## config.mk

```make
export PLATFORM = sky130hd
export DESIGN_NAME = axilite_write_ctrl
export DESIGN_NICKNAME = d
export VERILOG_FILES = /design/src/rtl/axilite_write_ctrl.sv
export SDC_FILE = /design/constraint.sdc
export NUM_CORES = 1
export LEC_CHECK = 0
export CORE_MARGIN = 5
export CORE_UTILIZATION = 25
export DETAILED_ROUTE_END_ITERATION = 8
export GPL_TIMING_DRIVEN = 0
export PLACE_DENSITY = 0.49
export SETUP_SLACK_MARGIN = 0.15
export SYNTH_ARGS = -nofsm -noshare
export SYNTH_HDL_FRONTEND = slang
export SYNTH_SLANG_ARGS = --single-unit
```

## constraint.sdc

```tcl
create_clock -name clk -period 2.71 [get_ports clk]
set_input_delay 0.813 -clock clk [delete_from_list [all_inputs] [get_ports clk]]
set_output_delay 0.813 -clock clk [all_outputs]
set_load 0.005 [all_outputs]
```

## src/rtl/axilite_write_ctrl.sv

```systemverilog
// Write-path sequencer for the AXI-lite register slave: joins AW/W beats, decodes,
// strobes the register file, waits for ack or timeout, and reports the B response.
module axilite_write_ctrl #(
  parameter int ADDR_WIDTH     = 8,
  parameter int DATA_WIDTH     = 32,
  parameter int REG_COUNT      = 16,
  parameter int TIMEOUT_CYCLES = 16
) (
  input  logic                      clk,
  input  logic                      rst,
  input  logic [ADDR_WIDTH-1:0]     awaddr,
  input  logic                      awvalid,
  output logic                      awready,
  input  logic [DATA_WIDTH-1:0]     wdata,
  input  logic [DATA_WIDTH/8-1:0]   wstrb,
  input  logic                      wvalid,
  output logic                      wready,
  output logic                      wr_en,
  output logic [ADDR_WIDTH-3:0]     wr_addr,
  output logic [DATA_WIDTH-1:0]     wr_data,
  output logic [DATA_WIDTH/8-1:0]   wr_strb,
  input  logic                      wr_ack,
  input  logic                      wr_err,
  output logic [1:0]                resp,
  output logic                      resp_valid,
  input  logic                      bvalid,
  input  logic                      bready
);

  localparam int STRB_W = DATA_WIDTH / 8;
  localparam int CNT_W  = $clog2(TIMEOUT_CYCLES) + 1;

  localparam logic [1:0] RESP_OKAY   = 2'b00;
  localparam logic [1:0] RESP_SLVERR = 2'b10;
  localparam logic [1:0] RESP_DECERR = 2'b11;

  typedef enum logic [2:0] {
    IDLE,
    ISSUE,
    WAIT_ACK,
    RESP,
    WAIT_B
  } state_t;

  state_t                  state, state_nxt;
  logic                    aw_held, w_held;
  logic [ADDR_WIDTH-1:0]   addr_q;
  logic [CNT_W-1:0]        cnt;
  logic                    aw_hs, w_hs, b_hs;
  logic [1:0]              dec_resp;
  logic                    resp_ld;
  logic [1:0]              resp_nxt;

  // Out-of-range wins over misalignment; OKAY means the write may be issued.
  function automatic logic [1:0] decode_resp(input logic [ADDR_WIDTH-1:0] a);
    logic [31:0] idx;
    idx = 32'(a[ADDR_WIDTH-1:2]);
    if (idx >= 32'(REG_COUNT))
      return RESP_DECERR;
    else if (a[1:0] != 2'b00)
      return RESP_SLVERR;
    else
      return RESP_OKAY;
  endfunction

  function automatic logic [1:0] ack_resp(input logic err);
    return err ? RESP_SLVERR : RESP_OKAY;
  endfunction

  assign awready  = (state == IDLE) && !aw_held;
  assign wready   = (state == IDLE) && !w_held;
  assign aw_hs    = awvalid && awready;
  assign w_hs     = wvalid && wready;
  assign b_hs     = bvalid && bready;
  assign dec_resp = decode_resp(addr_q);
  assign wr_addr  = addr_q[ADDR_WIDTH-1:2];

  always_comb begin
    state_nxt  = state;
    wr_en      = 1'b0;
    resp_valid = 1'b0;
    resp_ld    = 1'b0;
    resp_nxt   = resp;
    case (state)
      IDLE: begin
        if ((aw_held || aw_hs) && (w_held || w_hs))
          state_nxt = ISSUE;
      end
      ISSUE: begin
        if (dec_resp != RESP_OKAY) begin
          resp_ld   = 1'b1;
          resp_nxt  = dec_resp;
          state_nxt = RESP;
        end else begin
          wr_en = 1'b1;
          if (wr_ack) begin
            resp_ld   = 1'b1;
            resp_nxt  = ack_resp(wr_err);
            state_nxt = RESP;
          end else begin
            state_nxt = WAIT_ACK;
          end
        end
      end
      WAIT_ACK: begin
        // An ack arriving on the last allowed cycle still beats the timeout.
        if (wr_ack) begin
          resp_ld   = 1'b1;
          resp_nxt  = ack_resp(wr_err);
          state_nxt = RESP;
        end else if (cnt == CNT_W'(TIMEOUT_CYCLES - 1)) begin
          resp_ld   = 1'b1;
          resp_nxt  = RESP_SLVERR;
          state_nxt = RESP;
        end
      end
      RESP: begin
        resp_valid = 1'b1;
        state_nxt  = WAIT_B;
      end
      WAIT_B: begin
        if (b_hs)
          state_nxt = IDLE;
      end
      default: state_nxt = IDLE;
    endcase
  end

  always_ff @(posedge clk or posedge rst) begin
    if (rst) begin
      state   <= IDLE;
      aw_held <= 1'b0;
      w_held  <= 1'b0;
      cnt     <= '0;
      resp    <= RESP_OKAY;
      addr_q  <= '0;
      wr_data <= '0;
      wr_strb <= '0;
    end else begin
      state <= state_nxt;
      if (aw_hs) begin
        aw_held <= 1'b1;
        addr_q  <= awaddr;
      end
      if (w_hs) begin
        w_held  <= 1'b1;
        wr_data <= wdata;
        wr_strb <= wstrb[STRB_W-1:0];
      end
      if ((state == WAIT_B) && b_hs) begin
        aw_held <= 1'b0;
        w_held  <= 1'b0;
      end
      // Counts every ack-less cycle from the wr_en cycle onward.
      if (state == IDLE)
        cnt <= '0;
      else if (((state == ISSUE) || (state == WAIT_ACK)) && !wr_ack)
        cnt <= cnt + 1'b1;
      if (resp_ld)
        resp <= resp_nxt;
    end
  end

endmodule

```

# Yosys cells after proc, flatten, opt, wreduce, memory -nomap -nowiden
# Index checks and enable logic that the tools add are counted.
[totals]
regBits = 56
out_inout_bits = 48
word_cells = 71
[op_classes]
add_sub_neg = 1
order_cmp = 1
n_eq_ne = 9
mux = 29
reduce_logical = 23
[ops]
columns = ["op", "n"]
rows = [
  ["case mux 3 bit (5 select lines)", 1],
  ["two-way mux 2 bit", 7],
  ["two-way mux 1 bit", 13],
  ["two-way mux 3 bit", 4],
  ["nonzero test 2 bit", 6],
  ["two-way mux 5 bit", 2],
  ["logical AND 1 bit", 8],
  ["== test 3 x 2 -> 1 bit, second input constant", 2],
  [">= comparator 6 x 5 -> 1 bit, second input constant", 1],
  ["inequality test 3 bit, second input constant", 2],
  ["adder 5 x 1 -> 5 bit, second input constant", 1],
  ["== test 5 x 4 -> 1 bit, second input constant", 1],
  ["case mux 2 bit (2 select lines)", 1],
  ["AND reduction 4 bit", 1],
  ["== test 3 x 1 -> 1 bit, second input constant", 1],
  ["== test 3 bit, second input constant", 1],
  ["zero test 1 bit", 3],
  ["zero test 3 bit", 1],
  ["logical OR 1 bit", 3],
  ["AND reduction 3 bit", 1],
  ["inequality test 2 x 1 -> 1 bit, second input constant", 1],
  ["inequality test 2 bit, second input constant", 1],
  ["case mux 1 bit (2 select lines)", 1],
]

# Longest topological paths before layout
# Gate-level depths: netlist of the first run.
[logic_depth]
ltp_word = 7
ltp_mapped = 6
depth_no_buf = 6

# Worst setup path before layout of the first run
# No wires, ideal clock.
[synth_timing]
kind = "register -> output"
start = "register state[0]"
end = "output wr_en"
t_arrival_ns = 1.051
t_required_ns = 1.897
slack_ns = 0.846
path_stages_with_launch = 4
path_cell_list = "dfrtp_1 > buf_2 > nor3b_1 > nor2b_1"
[synth_between]
elab_chain_len = 2
[synth_lines]
columns = ["item", "line_no", "rtl"]
rows = [
  ["start: declaration", "45", "state_t state, state_nxt;"],
  ["start signal: assignment", "140", "state <= state_nxt;"],
  ["== test 3 x 1 -> 1 bit", "84", "case (state)"],
  ["two-way mux 1 bit", "84", ""],
  ["end: declaration", "18", "output logic wr_en,"],
]
# Every way passes these cells.

# Worst setup path after layout of the first run
[layout_timing]
start = "register state[1]"
end = "output wr_en"
# Same word-level chain as after synthesis.

==> results of run 1 <==
## per-layer routing
layer / track usage, % / vias to the layer above / share of wire [%]
met4: 2.22 / 0 / 0.36
met1: 13.5 / 895 / 44
met2: 16.1 / 64 / 47
met3: 3.98 / 2 / 8.0
li1: - / 860 / -
met5: 0 / - / 0
## worst max-delay path: stages (launching register included)
cell	delay (ns)
dfrtp_1	0.45
buf_6	0.16
buf_4	0.13
nor3b_2	0.22
nor2b_1	0.15
dlygate4sd2_1	0.24
## sequential cells by signal, summed over array words and instances (netlist names)
signal	cells
w_held	1
wr_strb	4
resp	2
state	3
addr_q	8
cnt	5
aw_held	1
wr_data	32
## report_power, final
group	total, mW	leakage, nW	switching, mW	internal, mW
logic	2.10	1.03	0.683	1.42
registers	1.54	0.674	0.285	1.25
clock network	0.589	0.0614	0.286	0.303
total	4.23	1.76	1.25	2.97
## cell families (layout without fill, tap and decap cells)
kind of cell / Yosys count / count (layout) / share of synthesized area (%)
flops: 56 / 56 / 55.1
mux: 44 / 44 / 23.9
compound gates: 27 / 27 / 6.98
simple gates: 26 / 26 / 6.64
buf+inv: 20 / 134 / 4.82
fa+ha+maj: 6 / 6 / 2.56
## stage by stage
stage	hold slack, ns	total power [mW]
after CTS	0.516	4.18
after global routing	0.525	4.51
final	0.511	4.23
after global placement	0.480	3.51
after floorplan	0.471	2.53
after detailed placement	0.490	3.53
## worst max-delay path by stage
stage                          from                      end  slack [ns]
2_1_floorplan                   rst    addr_q[0]$_DFFE_PP0P_        0.53
3_3_place_gp                    rst  wr_data[30]$_DFFE_PP0P_       -0.77
3_5_place_dp   state[1]$_DFFE_PP0P_               resp_valid        0.09
4_1_cts        state[0]$_DFFE_PP0P_               resp_valid        0.01
5_1_grt        state[1]$_DFFE_PP0P_                    wr_en        0.15
6_report       state[1]$_DFFE_PP0P_                    wr_en        0.25
## area by class of cell
type,instances,area [um2],area share (%)
plain buffers,13,109,2.76
clock buffers,6,82.6,2.10
clock inverters,2,38.8,0.985
inverters,7,32.5,0.826
multi-input cells,103,1050,26.6
flip-flops and latches,56,1400,35.6
well taps,133,166,4.22
repair buffers,106,1060,26.8
## cell usage in the layout, fill, tap and decap left out, types with 3 or more instances in the layout
cell type / n
inv_1: 4
clkbuf_8: 6
maj3_1: 4
a21oi_1: 11
dfrtp_1: 54
mux2_4: 30
nor2b_1: 3
clkdlybuf4s50_1: 95
mux2_2: 14
buf_6: 4
o21ai_0: 3
buf_4: 15
nor2_1: 7
## repair_timing
action,4_1_cts,5_1_grt
setup buffers,0,7
gates resized for setup,9,11
endpoints found under the setup margin,3,3
pin swaps,0,2
==> metrics.yaml, run 1 <==
relative_max_transition_margin_pct: 64.7
critPathRequiredTime_ns: 1.90
ir_worst_vdd_uv: 379
final_core_utilization_pct: 39.9
detail_route.first_pass.iterations: 4
cts-htree-levels: 2
layout.filler_cells: 934
post-route-cell-area_um2: 3940
cts_hold_fix_bufs: 0
static-leakage-power_nw: 1.76
timing.critical_path.from_type: "flip-flop"
min_clock_period_post_route_ns: 2.46
synth.net_count: 233
detail_route.vias_per_cell: 4.27
synth-main-ff-cell: "dfrtp_1"
die-height_um: 111
number_of_antenna_violations_at_the_first_check_in_global_routing: 0
synth_area_per_inst_um2: 14.2
vias_after_detailed_routing: 1821
fp.dieW_um: 111
drc: 0
timing.rr.start: "w_held$_DFFE_PP0P_"
hold_path_startpoint: "wr_data[12]$_DFFE_PP0P_"
rows: 36
number_of_instances_in_the_synthesized_netlist: 179
clk_path_buf_depth: 2
timing.final.setup_violations: 0
grt_first_pass_wirelength_mm: 10.4
grt_util_all_layers_pct: 10.3
synth.largest_area_cell: "dfrtp_1"
reg2reg_setup_slack_ns: 0.92
timing.hold.worst.class: "reg2reg"
status: "complete, no violations"
antenna-diode-count: 0
final_min_period_over_clock_period_pct: 90.9
netlist_top_cells_area: "dfrtp_1, mux2_4, mux2_2, a21oi_1, buf_4"
fin_cells: 426
top_cell_type_s_share_of_synthesized_area_pct: 55.1
place_inst: 411
worst_setup_hold_path_clk_slew_ns: 0.10
final_hold_fails: 0
initial_cell_density_of_the_core_pct: 25.8
finish.net_count: 346
worstPathMaxFanout: 6
hold_depth: 1
worst-endpoint-arrival_ns: 1.65
grt_start_max_net_pins: 39
numCtsBuffers: 5
postSynthRegisterBits: 56
r2r-end: "wr_data[3]$_DFFE_PP0P_"
timing.setup.tns_ns: 0
cap_violations: 0
report.final.slew_viol_count: 0
initialDrtViolationCount: 33
library_cell_with_the_highest_instance_count_after_synthesis: "dfrtp_1"
synth-edff-count: 0
gp_routability_congestion: 0.690
grt-ovfl-total: 0
tritoncts_clock_tree: "built"
worst_hold_path.endpoint: "wr_data[12]$_DFFE_PP0P_"
design.portCount: 100
clock_latency_ns: 0.31
final_layout_size_suffix_gt1_share_pct: 28.7
worst_pin_slew_ns: 0.526
power_density_nw_per_um2: 1070
placedInstanceArea_um2: 3710
first_global_vias: 1966
setup.worst_path.end_class: "output pin"
drt.antenna.violating_nets: 0
synth_sequential_area_ratio_pct: 55.1
place.detailed.hpwl_mm: 4.55
detail_route.wirelength_mm: 6.31
clock.fmax_mhz: 406
synth-async-reset-ratio_pct: 100
area_delta_synth_final_pct: 54.8
synthesis.yosys.warnings: 0
timing.clock.skew_ns: 0.0109
route.detailed.wl_per_inst_um: 14.8
pre_cts_worst_setup_slack_ns: 0.0886
numPortBuffers: 98
die_area_um2: 12300
clock_sink_count: 56
reg2reg_depth: 5
core_area_um2: 9860
rsz_0062_raised_after_global_routing: "no"
root_cell_of_the_clock_tree: "clkbuf_8"
synth_common_cells: "dfrtp_1, mux2_4, mux2_2"
post-route-worst-setup-slack_ns: 0.247
timing.setup.critical_path_class: "reg2out"
syn-cell-area_um2: 2540
synthDistinctLibCells: 38
Power figures use the tool's default switching activity.
==> run 2: changes to the inputs <==
CTS_BUF_LIST = sky130_fd_sc_hd__clkbuf_4 sky130_fd_sc_hd__clkbuf_8 sky130_fd_sc_hd__clkbuf_16   (was not set)
==> results of run 2 <==
The final DEF is identical to that of run 1; final timing and power are the same.
==> run 3: changes to the inputs <==
CAP_MARGIN = 20   (was not set)
==> results of run 3 <==
The final DEF is identical to that of run 1; final timing and power are the same.
